### config.mk
export PLATFORM = sky130hd
export DESIGN_NAME = fft_twid_init
export DESIGN_NICKNAME = d
export VERILOG_FILES = /design/src/rtl/fft_twid_pkg.sv /design/src/rtl/fft_twid_qrom.sv /design/src/rtl/fft_twid_init.sv
export SDC_FILE = /design/constraint.sdc
export NUM_CORES = 1
export LEC_CHECK = 0
export CAP_MARGIN = 0
export CORE_MARGIN = 5
export CORE_UTILIZATION = 40
export CTS_BUF_LIST = sky130_fd_sc_hd__clkbuf_4
export DETAILED_ROUTE_END_ITERATION = 7
export PLACE_DENSITY = 0.55
export SLEW_MARGIN = 20
export SYNTH_ARGS = -nofsm -noshare
export SYNTH_HDL_FRONTEND = slang
export SYNTH_SLANG_ARGS = --single-unit
### constraint.sdc
create_clock -name clk -period 4.6 [get_ports clk]
set_clock_uncertainty 0.05 [all_clocks]
set_input_delay 0.92 -clock clk [delete_from_list [all_inputs] [get_ports clk]]
set_output_delay 0.92 -clock clk [all_outputs]
set_load 0.02 [all_outputs]
### src/rtl/fft_twid_pkg.sv
`default_nettype none
// ============================================================================
// Package  : fft_twid_pkg
// Brief    : Shared constants, types and the quarter-wave sine generator for
//            the FFT twiddle-table initialiser.
// Revision : 1.0 - initial release
// ============================================================================
package fft_twid_pkg;

    localparam int DEPTH     = 64;          // twiddle entries (power of two, >= 8)
    localparam int LOG_DEPTH = 6;           // log2(DEPTH), RAM address width
    localparam int TW_W      = 32;          // signed width of re / im
    localparam int Q         = DEPTH / 2;   // quarter-wave ROM spans 0..Q

    localparam real c_pi = 3.14159265358979323846;

    typedef logic signed [TW_W-1:0] twComp_t;

    // RAM word layout: imaginary part in the upper half.
    typedef struct packed {
        twComp_t im;
        twComp_t re;
    } twWord_t;

    typedef enum logic [1:0] {
        IDLE  = 2'd0,
        RUN   = 2'd1,
        FLUSH = 2'd2,
        DONE  = 2'd3
    } twState_t;

    // round(sin(pi*idx/(2Q)) * (2^(TW_W-1)-1)), evaluated at elaboration.
    // A Taylor series keeps this independent of tool math libraries; on
    // [0, pi/2] twelve terms are far below one LSB of a 32-bit result.
    function automatic twComp_t quarterSine(input int idx);
        real    angle;
        real    term;
        real    acc;
        real    amp;
        integer rounded;
        angle = c_pi * real'(idx) / real'(2 * Q);
        term  = angle;
        acc   = angle;
        for (int n = 1; n <= 12; n++) begin
            term = -term * angle * angle / real'((2 * n) * (2 * n + 1));
            acc  = acc + term;
        end
        amp = 1.0;
        for (int b = 0; b < TW_W - 1; b++) begin
            amp = amp * 2.0;
        end
        amp     = amp - 1.0;
        // Argument is never negative, so truncating x+0.5 rounds to nearest.
        rounded = $rtoi(acc * amp + 0.5);
        return twComp_t'(rounded);
    endfunction

endpackage
`default_nettype wire

### src/rtl/fft_twid_qrom.sv
`default_nettype none
// ============================================================================
// Module   : fft_twid_qrom
// Brief    : Quarter-wave sine table (Q+1 entries) with two synchronous read
//            ports and a one-cycle registered output.
// Revision : 1.0 - initial release
// ============================================================================
module fft_twid_qrom
    import fft_twid_pkg::*;
(
    input  logic                 clk,
    input  logic                 nGrst,
    input  logic [LOG_DEPTH-1:0] i_sinAddr,
    input  logic [LOG_DEPTH-1:0] i_cosAddr,
    output twComp_t              o_sinData,
    output twComp_t              o_cosData
);

    // Table is padded to the full address space so every index is defined;
    // addresses above Q are never issued by the mapper.
    localparam int c_rows = 1 << LOG_DEPTH;

    twComp_t w_table [c_rows];
    twComp_t r_sinData;
    twComp_t r_cosData;

    for (genvar gi = 0; gi < c_rows; gi++) begin : g_row
        if (gi <= Q) begin : g_sine
            localparam twComp_t c_entry = quarterSine(gi);
            assign w_table[gi] = c_entry;
        end else begin : g_pad
            assign w_table[gi] = '0;
        end
    end

    // Register both read ports so the table looks like a synchronous ROM.
    always_ff @(posedge clk or negedge nGrst) begin
        if (!nGrst) begin
            r_sinData <= '0;
            r_cosData <= '0;
        end else begin
            r_sinData <= w_table[i_sinAddr];
            r_cosData <= w_table[i_cosAddr];
        end
    end

    assign o_sinData = r_sinData;
    assign o_cosData = r_cosData;

endmodule
`default_nettype wire

### src/rtl/fft_twid_init.sv
`default_nettype none
// ============================================================================
// Module   : fft_twid_init
// Brief    : Fills the FFT twiddle RAM with W_2N^k = cos(pi*k/DEPTH) -
//            j*sin(pi*k/DEPTH), k = 0..DEPTH-1, one word per clock, using a
//            quarter-wave sine ROM and symmetry. Three-stage pipeline.
// Revision : 1.0 - initial release
// ============================================================================
module fft_twid_init
    import fft_twid_pkg::*;
(
    input  logic                 clk,
    input  logic                 nGrst,
    input  logic                 start,
    output logic                 busy,
    output logic                 done,
    output logic [LOG_DEPTH-1:0] wAddr,
    output logic [2*TW_W-1:0]    wD,
    output logic                 wEn
);

    localparam logic [LOG_DEPTH-1:0] c_zero  = '0;
    localparam logic [LOG_DEPTH-1:0] c_one   = LOG_DEPTH'(1);
    localparam logic [LOG_DEPTH-1:0] c_q     = LOG_DEPTH'(Q);
    localparam logic [LOG_DEPTH-1:0] c_lastK = LOG_DEPTH'(DEPTH - 1);

    twState_t               r_state;
    twState_t               w_nextState;
    logic                   w_issue;
    logic                   w_load;
    logic [LOG_DEPTH-1:0]   r_k;

    logic [LOG_DEPTH-1:0]   w_sinIdx;
    logic [LOG_DEPTH-1:0]   w_cosIdx;
    logic                   w_negCos;

    logic                   r_s1Valid;
    logic [LOG_DEPTH-1:0]   r_s1K;
    logic [LOG_DEPTH-1:0]   r_s1SinIdx;
    logic [LOG_DEPTH-1:0]   r_s1CosIdx;
    logic                   r_s1NegCos;

    logic                   r_s2Valid;
    logic [LOG_DEPTH-1:0]   r_s2K;
    logic                   r_s2NegCos;
    twComp_t                w_sinData;
    twComp_t                w_cosData;

    twWord_t                w_word;
    logic                   r_wEn;
    logic [LOG_DEPTH-1:0]   r_wAddr;
    twWord_t                r_wD;

    // FSM state register.
    always_ff @(posedge clk or negedge nGrst) begin
        if (!nGrst) begin
            r_state <= IDLE;
        end else begin
            r_state <= w_nextState;
        end
    end

    // Next state and status outputs; start is only honoured in IDLE.
    always_comb begin
        w_nextState = r_state;
        w_issue     = 1'b0;
        w_load      = 1'b0;
        busy        = 1'b0;
        done        = 1'b0;
        case (r_state)
            IDLE: begin
                if (start) begin
                    w_load      = 1'b1;
                    w_nextState = RUN;
                end
            end
            RUN: begin
                busy    = 1'b1;
                w_issue = 1'b1;
                if (r_k == c_lastK) begin
                    w_nextState = FLUSH;
                end
            end
            FLUSH: begin
                busy = 1'b1;
                // Earlier stages empty and the final write on the port now.
                if (!r_s1Valid && !r_s2Valid && r_wEn) begin
                    w_nextState = DONE;
                end
            end
            DONE: begin
                done        = 1'b1;
                w_nextState = IDLE;
            end
            default: begin
                w_nextState = IDLE;
            end
        endcase
    end

    // Index counter: cleared on a fresh start, stops at the last index.
    always_ff @(posedge clk or negedge nGrst) begin
        if (!nGrst) begin
            r_k <= '0;
        end else if (w_load) begin
            r_k <= '0;
        end else if (w_issue && (r_k != c_lastK)) begin
            r_k <= r_k + c_one;
        end
    end

    // Symmetry mapping; modular LOG_DEPTH-bit arithmetic yields DEPTH-k.
    always_comb begin
        w_sinIdx = r_k;
        w_cosIdx = c_q - r_k;
        w_negCos = 1'b0;
        if (r_k > c_q) begin
            w_sinIdx = c_zero - r_k;
            w_cosIdx = r_k - c_q;
            w_negCos = 1'b1;
        end
    end

    // Stage 1: capture the index and its ROM addresses.
    always_ff @(posedge clk or negedge nGrst) begin
        if (!nGrst) begin
            r_s1Valid  <= 1'b0;
            r_s1K      <= '0;
            r_s1SinIdx <= '0;
            r_s1CosIdx <= '0;
            r_s1NegCos <= 1'b0;
        end else begin
            r_s1Valid <= w_issue;
            if (w_issue) begin
                r_s1K      <= r_k;
                r_s1SinIdx <= w_sinIdx;
                r_s1CosIdx <= w_cosIdx;
                r_s1NegCos <= w_negCos;
            end
        end
    end

    fft_twid_qrom u_qrom (
        .clk       (clk),
        .nGrst     (nGrst),
        .i_sinAddr (r_s1SinIdx),
        .i_cosAddr (r_s1CosIdx),
        .o_sinData (w_sinData),
        .o_cosData (w_cosData)
    );

    // Stage 2: carry control alongside the registered ROM words.
    always_ff @(posedge clk or negedge nGrst) begin
        if (!nGrst) begin
            r_s2Valid  <= 1'b0;
            r_s2K      <= '0;
            r_s2NegCos <= 1'b0;
        end else begin
            r_s2Valid <= r_s1Valid;
            if (r_s1Valid) begin
                r_s2K      <= r_s1K;
                r_s2NegCos <= r_s1NegCos;
            end
        end
    end

    // Negations cannot overflow: ROM magnitudes never reach -2^(TW_W-1).
    always_comb begin
        w_word.im = -w_sinData;
        w_word.re = r_s2NegCos ? -w_cosData : w_cosData;
    end

    // Stage 3: RAM write port; address and data hold while wEn is low.
    always_ff @(posedge clk or negedge nGrst) begin
        if (!nGrst) begin
            r_wEn   <= 1'b0;
            r_wAddr <= '0;
            r_wD    <= '0;
        end else begin
            r_wEn <= r_s2Valid;
            if (r_s2Valid) begin
                r_wAddr <= r_s2K;
                r_wD    <= w_word;
            end
        end
    end

    assign wEn   = r_wEn;
    assign wAddr = r_wAddr;
    assign wD    = r_wD;

endmodule
`default_nettype wire

==> metrics <==
relative max-transition margin 30.44%; nets@finish 1,190; port bufs 75; class of the tightest hold or removal check input port to asynchronous set/reset pin; Critical Path Sink Type output pin; DRC violation total after the first TritonRoute iteration 842; worst reg2reg path endpoint u_qrom.o_cosData[11]$_DFF_PN0_; Post-synth ARST share 100.0%; synth unique cells 69; count of yosys warnings during synthesis 0; routability-driven placement congestion ratio 0.9307; fraction of the yosys area taken by sequential cells 40.48%; final cycle utilization of the critical path 63.82%; Max Clk Rate 340.6 MHz; final max-slew violation count 0; routed len/inst 17.79 um; reg2reg start r_s1CosIdx[1]$_DFFE_PN0P_; aggregate routed wire length 26.61 mm; power density over the cells 822.2 mW/mm^2; height of the die 170.7 um; Synthesized Nets 1,175; fraction of synthesized cell area taken by the top area cell type 40.48%; number of buffers inserted during clock tree synthesis 17; initial antenna violation count 1; # H-tree levels 4; share of post-route cells with drive strength above 1 11.16%; post-detailed-route via-to-cell ratio 5.636; FF-to-FF path depth 6; Die Outline Area 0.02912 sq mm; IR drop worst, VDD 0.3213 mV; number of routed nets with antenna violations 0; minimum hold slack 0.3608 ns; half-perimeter wire length after placement 18.32 mm; first-pass GRT wire length 44.59 mm; Synth Area per Inst 9.080 sq um; total negative slack for setup checks 0 ns; maximum count of clock buffers along a single path 2; Final Critical Period 2.936 ns; number of enable flip-flop cells after synthesis 0; Setup violations, final 0; number of max-capacitance violations reported 0; transition time at the pin with the least slew margin 1.043 ns; horizontal extent of the die 170.7 um; primary flip-flop cell chosen by synthesis mapping sky130_fd_sc_hd__dfrtp_1; Post-Syn Instances 1,137; critical path launch point type flop; Worst Path Arrival 1.97 ns; pin count of the biggest net entering global routing 90; cell area after synthesis 0.01032 sq mm; CTS tree done; starting density of the core 40.76%; hold buffer count at cts 0; critical path data required time 3.63 ns; worst reg2reg setup slack 1.73 ns; overall global routing resource usage 18.79%; I/O Pins 76; clock insertion delay at the later pin of the skew report 0.57 ns; iteration count of the initial detailed-routing pass 5; setup repair after global routing missed its margin false; synth-to-layout area growth 11.88%; number of gates resized after cts 0; top area cells in the synthesized netlist sky130_fd_sc_hd__dfrtp_1 (40%), sky130_fd_sc_hd__mux2_2 (5.6%), sky130_fd_sc_hd__a21oi_1 (5.1%); count of state elements after synthesis 167; Leak 0.004602 uW; leading cell types by count after synthesis sky130_fd_sc_hd__dfrtp_1 (167), sky130_fd_sc_hd__nor2_1 (118), sky130_fd_sc_hd__a21oi_1 (106); status finished, final reports clean; post-CTS setup buffer count 0; Post-route DRC 0; Vias 8,432; vias in the first global route 8,127; clock root cell sky130_fd_sc_hd__clkbuf_4; most area-hungry cell type in the Yosys netlist sky130_fd_sc_hd__dfrtp_1; Reg clk slew, reported paths 0.17 ns; total congestion overflow 0; Core Footprint 0.02533 sq mm; most frequent cell after synthesis sky130_fd_sc_hd__dfrtp_1; number of hold-slack violations in the final timing report 0; sinks on the clock net 167; largest fanout on the critical path 4; Core Rows 58; category of the most critical setup path flop to output pin
## stage by stage
stage	total power (uW)	utilization (%)	area (sq um)	cells	setup WS (ns)
final	9496	45.60	11550	1496	1.664
after CTS	9510	45.59	11550	1495	1.577
after global routing	10310	45.60	11550	1496	1.498
after floorplan	6798	-	10320	1137	2.046
after detailed placement	8618	44.45	11260	1463	1.832
after global placement	8627	44.45	11260	1463	1.911
## report_power, final
part,total [uW],internal [uW],switching [uW]
registers,3080,2160,920
logic,5560,2420,3140
clock network,864,248,615
total,9500,4820,4670
## registers in the layout, summed over array words and instances, names as in the netlist
signal / flops
r_k: 6
r_s1CosIdx: 5
r_s1K: 6
r_s1NegCos: 1
r_s1SinIdx: 5
r_s1Valid: 1
r_s2K: 6
r_s2NegCos: 1
r_s2Valid: 1
r_state: 2
u_qrom.o_cosData: 31
u_qrom.o_sinData: 31
wAddr: 6
wD: 64
wEn: 1
## per-layer routing
layer	routed length (um)	track usage, %	share of wire [%]
met5	0	0	0
met3	1694	3.004	6.4
met2	11140	26.53	42
met1	13280	29.37	50
met4	490	5.729	1.8
## final cells by class
cell class,count,area [sq um]
timing repair buffer,90,877.1
fill,2452,13780
antenna,1,2.502
clock inverter,15,162.7
inverter,25,93.84
clock buffer,17,127.6
sequential,167,4185
tap,330,412.9
multi-input combinational,851,5688
## worst max-delay path, cell delays in order, from the launching register on
cell and delay (ns):
sky130_fd_sc_hd__dfrtp_1 0.41, sky130_fd_sc_hd__inv_1 0.10, sky130_fd_sc_hd__ha_1 0.30, sky130_fd_sc_hd__clkdlybuf4s50_1 0.60
## logic make-up after synthesis
| family | Yosys count | synth area share, % |
|---|---|---|
| compound gates | 336 | 20.02 |
| xor+xnor | 66 | 5.599 |
| fa+ha+maj | 36 | 4.339 |
| buf+inv | 119 | 4.424 |
| flops | 167 | 40.48 |
| mux | 69 | 7.963 |
| simple gates | 344 | 17.17 |
## cell usage in the layout (no fill, tap or decap), drive strengths merged, types with 18 or more instances in the layout
cell	instances
mux2	52
a21oi	106
nand2	73
nor2b	26
nand3	23
inv	29
dfrtp	167
ha	35
nor2	118
a211oi	20
o31ai	18
nand2b	18
clkdlybuf4s50	74
xor2	34
o21ai	99
nor3	28
xnor2	32
## worst max-delay path by stage
| stage | startpoint | end | slack (ns) | cells after the start |
|---|---|---|---|---|
| 5_1_grt | r_state[0]$_DFFE_PN0P_ | busy | 1.50 | 3 |
| 2_1_floorplan | r_s1K[0]$_DFFE_PN0P_ | u_qrom.o_sinData[11]$_DFF_PN0_ | 2.05 | 7 |
| 4_1_cts | r_state[0]$_DFFE_PN0P_ | busy | 1.58 | 3 |
| 3_5_place_dp | r_s1CosIdx[1]$_DFFE_PN0P_ | u_qrom.o_cosData[11]$_DFF_PN0_ | 1.83 | 6 |
| 3_3_place_gp | r_s1SinIdx[5]$_DFFE_PN0P_ | u_qrom.o_sinData[16]$_DFF_PN0_ | 1.91 | 3 |
| 6_report | r_state[0]$_DFFE_PN0P_ | busy | 1.66 | 3 |
No activity file was read; power rests on OpenSTA's default activity.
